===== config.mk =====
export PLATFORM = sky130hd
export DESIGN_NAME = paddle_tracker
export DESIGN_NICKNAME = d
export VERILOG_FILES = /design/src/rtl/ping_pong_pkg.sv /design/src/rtl/busy_edge_sync.sv /design/src/rtl/paddle_tracker.sv
export SDC_FILE = /design/constraint.sdc
export NUM_CORES = 1
export LEC_CHECK = 0
export CAP_MARGIN = 20
export CELL_PAD_IN_SITES_DETAIL_PLACEMENT = 1
export CELL_PAD_IN_SITES_GLOBAL_PLACEMENT = 1
export CORE_ASPECT_RATIO = 1.1
export CORE_MARGIN = 1.5
export CORE_UTILIZATION = 26
export CTS_CLUSTER_DIAMETER = 150
export DETAILED_ROUTE_END_ITERATION = 6
export GPL_TIMING_DRIVEN = 0
export PLACE_DENSITY = 0.62
export SYNTH_ARGS = -nofsm -noshare
export SYNTH_HDL_FRONTEND = slang
export SYNTH_HIERARCHICAL = 1
export SYNTH_SLANG_ARGS = --single-unit

===== constraint.sdc =====
create_clock -name CLOCK_50MHz -period 9.1 [get_ports CLOCK_50MHz]
set_clock_uncertainty 0.15 [all_clocks]
set_input_delay 2.275 -clock CLOCK_50MHz [delete_from_list [all_inputs] [get_ports CLOCK_50MHz]]
set_output_delay 2.275 -clock CLOCK_50MHz [all_outputs]
set_load 0.01 [all_outputs]

===== src/rtl/ping_pong_pkg.sv =====
// Shared types and constants for the Ping-Pong design: data widths, screen
// geometry and the paddle tracker state encoding.
package ping_pong_pkg;

    localparam int ADC_W       = 8;
    localparam int POS_W       = 10;
    localparam int SCREEN_H    = 480;
    localparam int PADDLE_H    = 60;
    localparam int Y_RANGE_DEF = SCREEN_H - PADDLE_H;

    typedef enum logic [2:0] {
        IDLE,
        CAPTURE,
        CALC0,
        CALC1,
        UPDATE
    } tracker_state_e;

    function automatic logic [POS_W-1:0] abs_diff(input logic [POS_W-1:0] a,
                                                  input logic [POS_W-1:0] b);
        return (a > b) ? (a - b) : (b - a);
    endfunction

endpackage


===== src/rtl/busy_edge_sync.sv =====
// Two-flop synchroniser plus history flop; emits a one-cycle event on the
// falling edge of a strobe generated in another clock domain.
module busy_edge_sync (
    input  logic clk,
    input  logic rst,
    input  logic strobe_in,
    output logic fall_ev
);

    logic meta_q, meta_d;
    logic sync_q, sync_d;
    logic hist_q, hist_d;

    always_comb begin
        meta_d = strobe_in;
        sync_d = meta_q;
        hist_d = sync_q;
    end

    // Clearing to 0 means a strobe already low at reset release is never seen as an edge.
    always_ff @(posedge clk) begin
        if (rst) begin
            meta_q <= 1'b0;
            sync_q <= 1'b0;
            hist_q <= 1'b0;
        end else begin
            meta_q <= meta_d;
            sync_q <= sync_d;
            hist_q <= hist_d;
        end
    end

    assign fall_ev = hist_q & ~sync_q;

endmodule


===== src/rtl/paddle_tracker.sv =====
// Turns two potentiometer ADC readings into smoothed, deadbanded paddle
// coordinates, with a per-update valid strobe, stale-input and overrun flags.
module paddle_tracker
    import ping_pong_pkg::*;
#(
    parameter int Y_RANGE  = Y_RANGE_DEF,
    parameter int DEADBAND = 2,
    parameter int TIMEOUT  = 500000,
    parameter bit INVERT   = 1'b0
) (
    input  logic             CLOCK_50MHz,
    input  logic             RESET,
    input  logic             BUSY,
    input  logic [ADC_W-1:0] DATA_AD0,
    input  logic [ADC_W-1:0] DATA_AD1,
    output logic [POS_W-1:0] PADDLE0_Y,
    output logic [POS_W-1:0] PADDLE1_Y,
    output logic             POS_VALID,
    output logic             STALE,
    output logic             OVERRUN
);

    localparam int SUM_W  = ADC_W + 2;
    localparam int PROD_W = ADC_W + POS_W;
    localparam int CNT_W  = (TIMEOUT > 1) ? $clog2(TIMEOUT) : 1;

    localparam logic [CNT_W-1:0] CNT_MAX = CNT_W'(TIMEOUT - 1);
    localparam logic [POS_W-1:0] Y_MID   = POS_W'(Y_RANGE >> 1);
    localparam logic [POS_W-1:0] Y_MUL   = POS_W'(Y_RANGE);
    localparam logic [POS_W-1:0] MAP_MAX = POS_W'((255 * Y_RANGE) >> 8);
    localparam logic [POS_W-1:0] DB      = POS_W'(DEADBAND);

    logic             ev;
    logic [ADC_W-1:0] in0, in1;

    tracker_state_e              state_q, state_d;
    logic [ADC_W-1:0]            hold0_q, hold0_d, hold1_q, hold1_d;
    logic [3:0][ADC_W-1:0]       win0_q, win0_d, win1_q, win1_d;
    logic                        primed_q, primed_d;
    logic [POS_W-1:0]            cand0_q, cand0_d, cand1_q, cand1_d;
    logic [POS_W-1:0]            pad0_q, pad0_d, pad1_q, pad1_d;
    logic                        pos_valid_q, pos_valid_d;
    logic                        overrun_q, overrun_d;
    logic [CNT_W-1:0]            cnt_q, cnt_d;

    logic [3:0][ADC_W-1:0]       sel_win;
    logic [POS_W-1:0]            sel_cur;
    logic [SUM_W-1:0]            sum;
    logic [ADC_W-1:0]            avg;
    logic [PROD_W-1:0]           product;
    logic [POS_W-1:0]            mapped;
    logic                        take;
    logic [POS_W-1:0]            next_cand;

    busy_edge_sync u_busy_sync (
        .clk       (CLOCK_50MHz),
        .rst       (RESET),
        .strobe_in (BUSY),
        .fall_ev   (ev)
    );

    assign in0 = INVERT ? ~DATA_AD0 : DATA_AD0;
    assign in1 = INVERT ? ~DATA_AD1 : DATA_AD1;

    // Single datapath with one multiplier, steered to channel 1 only in CALC1.
    always_comb begin
        sel_win   = (state_q == CALC1) ? win1_q : win0_q;
        sel_cur   = (state_q == CALC1) ? pad1_q : pad0_q;
        sum       = SUM_W'(sel_win[0]) + SUM_W'(sel_win[1])
                  + SUM_W'(sel_win[2]) + SUM_W'(sel_win[3]);
        avg       = sum[SUM_W-1:2];
        product   = PROD_W'(avg) * PROD_W'(Y_MUL);
        mapped    = product[PROD_W-1:ADC_W];
        take      = (abs_diff(mapped, sel_cur) > DB) || (mapped == '0) || (mapped == MAP_MAX);
        next_cand = take ? mapped : sel_cur;
    end

    // NOTE: every variable gets its hold value first so no path through the case infers a latch.
    always_comb begin
        state_d     = state_q;
        hold0_d     = hold0_q;
        hold1_d     = hold1_q;
        win0_d      = win0_q;
        win1_d      = win1_q;
        primed_d    = primed_q;
        cand0_d     = cand0_q;
        cand1_d     = cand1_q;
        pad0_d      = pad0_q;
        pad1_d      = pad1_q;
        pos_valid_d = 1'b0;
        overrun_d   = overrun_q | (ev && (state_q != IDLE));
        cnt_d       = ev ? '0 : ((cnt_q == CNT_MAX) ? cnt_q : cnt_q + 1'b1);

        case (state_q)
            IDLE: begin
                if (ev) begin
                    hold0_d = in0;
                    hold1_d = in1;
                    state_d = CAPTURE;
                end
            end
            CAPTURE: begin
                if (primed_q) begin
                    win0_d = {win0_q[2:0], hold0_q};
                    win1_d = {win1_q[2:0], hold1_q};
                end else begin
                    win0_d = {4{hold0_q}};
                    win1_d = {4{hold1_q}};
                end
                primed_d = 1'b1;
                state_d  = CALC0;
            end
            CALC0: begin
                cand0_d = next_cand;
                state_d = CALC1;
            end
            CALC1: begin
                cand1_d = next_cand;
                state_d = UPDATE;
            end
            UPDATE: begin
                pad0_d      = cand0_q;
                pad1_d      = cand1_q;
                pos_valid_d = 1'b1;
                state_d     = IDLE;
            end
            default: state_d = IDLE;
        endcase
    end

    // NOTE: the sample windows are reset too, so a reset mid-stream cannot leak old samples.
    always_ff @(posedge CLOCK_50MHz) begin
        if (RESET) begin
            state_q     <= IDLE;
            hold0_q     <= '0;
            hold1_q     <= '0;
            win0_q      <= '0;
            win1_q      <= '0;
            primed_q    <= 1'b0;
            cand0_q     <= Y_MID;
            cand1_q     <= Y_MID;
            pad0_q      <= Y_MID;
            pad1_q      <= Y_MID;
            pos_valid_q <= 1'b0;
            overrun_q   <= 1'b0;
            cnt_q       <= '0;
        end else begin
            // NOTE: non-blocking so every flop samples the pre-edge value of the others.
            state_q     <= state_d;
            hold0_q     <= hold0_d;
            hold1_q     <= hold1_d;
            win0_q      <= win0_d;
            win1_q      <= win1_d;
            primed_q    <= primed_d;
            cand0_q     <= cand0_d;
            cand1_q     <= cand1_d;
            pad0_q      <= pad0_d;
            pad1_q      <= pad1_d;
            pos_valid_q <= pos_valid_d;
            overrun_q   <= overrun_d;
            cnt_q       <= cnt_d;
        end
    end

    assign PADDLE0_Y = pad0_q;
    assign PADDLE1_Y = pad1_q;
    assign POS_VALID = pos_valid_q;
    assign STALE     = (cnt_q == CNT_MAX);
    assign OVERRUN   = overrun_q;

endmodule


==> reports/metrics.cfg <==
[run_status]
outcome=complete, but fails checks
violations=setup timing

[clock_network]
clk_latency_ns=0.44
cts_buffer_depth=2
numCtsBuffers=17
cts_sinks=148
htreeDepth=4
postCtsHoldBufs=0
clkTransAtPathRegs_ns=0.06
cts_tree=built
root_buffer=clkbuf_16

[power_and_ir_drop]
power_uw=2290
leakage_uw=0.00493
power.switching_uw=826
vdd_drop_max_uv=146
cellPowerDensity_nw_per_um2=183
clockPowerShare_pct=31.4
sw_frac_of_total_pct=36.1
pwr-share-comb_pct=38.9
power.share.sequential_pct=29.6
internal_power_uw=1460

[global_routing]
use_met2_pct=32.6
grt-busiest-layer=met2
grt_max_degree=17
grtUsageMet1_pct=20.4
antenna_found_initial=0
overflow=0
grt_pass1_wl_um=49200
globalRouteMet3Util_pct=2.21
grt_use_total_pct=17.3
grt_pass1_vias=9023

[detailed_routing]
antenna_left=0
vias=8762
drt_iter0_drc=365
wire_per_inst_um=17.8
dr.pass1.iters=4
wl_um=31700
viasPerCell=4.92
drcViolationCount=0

[floorplan]
core_um2=35000
ioPinCount=42
die_h_um=200
start_util_pct=26.3
die_w_um=182
dieArea_um2=36400
num_rows=72

[setup_path]
crit_arrival_ns=9.34
cp-start-kind=flop
cp_max_fo=7
crit_family=adder cells
critPathMostFrequentCell=inv_2
cpPeakStageDelay_ns=0.59
crit_buf_inv=11
setup.worst_path.class=flop to flop
endpoint_kind=flop
cp_slowest_cell=fa_2
cp.required_ns=9.33

[timing]
rsz0062_at_grt=true
period_needed_ns=9.11
setup_ws_ns=-0.0148
maxSlewHeadroom_pct=48.5
finalHoldViolCount=0
finalMaxSlewViolations=0
period_share_pct=100
worst_slew_pin_slew_ns=0.772
setup-violations-final=1
fmax_ghz=0.110

[synthesis]
syn_inst=1183
yosysWarnings=6
synth_area_leaders=dfxtp_1 (32%), nand2_1 (9.2%), ha_1 (8.3%)
synth_ff_type=dfxtp_1
async_flop_share_pct=0
synth_edf_count=0
synth_top_area_share_pct=32.3
netlist_area_um2=9180
syn-num-nets=1286
ys_seq_elements=148
yosysTopAreaCell=dfxtp_1
yosysMostFrequentCell=nand2_1
avgSynthCellArea_um2=7.76
synth_cell_types=67
yosysSeqAreaShare_pct=32.3
synth_common_cells=nand2_1 (225), dfxtp_1 (148), nor2_1 (102)

[placed_design]
hpwl_um=22500
numPortBuffers=41
place_inst=1668
gp_congestion=0.815
place_area_um2=10200

[layout]
synthToLayoutAreaGrowth_pct=36.2
final_core_util_pct=35.8
final_area_um2=12500
drive_gt1_share_pct=21.3
nets=1427
n_antenna_cell=0
fill_cells=4142
layout.cells.non_filler=1781

[flow_run]
cap_violations=0

[worst_hold_path]
min_path_type=flop to flop

==> metal layers <==
metal  wire length [µm]  part of all wire [%]
met2              16800                    53
met4                552                   1.7
met5                  0                     0
met3                563                   1.8
met1              13800                    44
==> repair_timing <==
item                                    in CTS  in global routing
pin swaps                                   65                 71
cloned                                       2                  0
endpoints found under the setup margin      20                 20
buffers inserted                            57                 28
gates resized for setup                    143                 82
==> layout by cell type (no fill, tap or decap), types with 25 or more instances in the layout <==
| cell type | count |
|---|---|
| nor3_1 | 66 |
| clkbuf_1 | 37 |
| ha_4 | 25 |
| buf_4 | 75 |
| a211oi_1 | 53 |
| ha_1 | 32 |
| dfxtp_1 | 145 |
| nand2_1 | 204 |
| a21oi_1 | 69 |
| inv_1 | 65 |
| clkdlybuf4s50_1 | 41 |
| nor2_1 | 98 |
==> path summary, 6_finish.rpt <==
check | start | slack [ns] | end | cells after the start
setup / recovery | state_q[2] | -0.01 | cand1_q[9] | 43
hold / removal | u_busy_sync/meta_q | 0.30 | u_busy_sync/hist_d | 1
setup reg to reg | state_q[2] | -0.01 | cand1_q[9] | 43
hold reg to reg | u_busy_sync/meta_q | 0.30 | u_busy_sync/hist_d | 1
==> worst register-to-register path: cells and delay by family, from the launching register on <==
kind	cells	cell delay (ns)
fa+ha+maj	9	3.59
simple gates	11	1.60
xor+xnor	1	0.15
flops	1	0.38
compound gates	10	1.81
buf+inv	11	1.18
mux	1	0.19
==> sequential cells by signal, summed over array words and instances (netlist names) <==
name                flops
OVERRUN                 1
PADDLE0_Y              10
PADDLE1_Y              10
POS_VALID               1
cand0_q                10
cand1_q                10
cnt_q                  19
hold0_q                 8
hold1_q                 8
primed_q                1
state_q                 3
u_busy_sync/hist_d      1
u_busy_sync/hist_q      1
u_busy_sync/meta_q      1
win0_q                 32
win1_q                 32
==> power groups by stage <==
stage | Sequential, µW | Combinational, µW | Clock (µW)
floorplan | 688 | 439 | 0
global placement | 692 | 582 | 0
detailed placement | 692 | 597 | 0
CTS | 678 | 763 | 738
global route | 680 | 963 | 763
finish | 678 | 892 | 720
==> cell type report <==
class	instances	area, µm²	share of cell area, %
clock buffer	21	480	3.84
timing repair buffer	128	1150	9.17
inverter	76	290	2.32
tap	444	556	4.44
sequential	148	2970	23.8
buffer	62	362	2.89
multi-input combinational	891	6580	52.6
clock inverter	11	115	0.921
==> cells by family (layout without fill, tap and decap cells) <==
logic type | Yosys count | after routing | share of synthesized area [%]
and+or+nand+nor | 522 | 522 | 26.0
AOI/OAI and AO/OA | 236 | 236 | 17.2
DFF | 148 | 148 | 32.3
buffers and inverters | 144 | 298 | 6.20
adders and majority gates | 84 | 84 | 13.3
xor gates and xnor gates | 34 | 34 | 3.33
muxes | 15 | 15 | 1.68
==> through the flow <==
stage	TNS (ns)	worst slack [ns]	hold slack, ns
2_1_floorplan	0	0.00687	0.264
6_report	-0.0148	-0.0148	0.298
4_1_cts	0	0.0222	0.303
5_1_grt	-5.33	-0.311	0.327
3_3_place_gp	-36.26	-2.00	0.266
3_5_place_dp	-41.54	-2.27	0.288
Power figures use the tool's default switching activity.
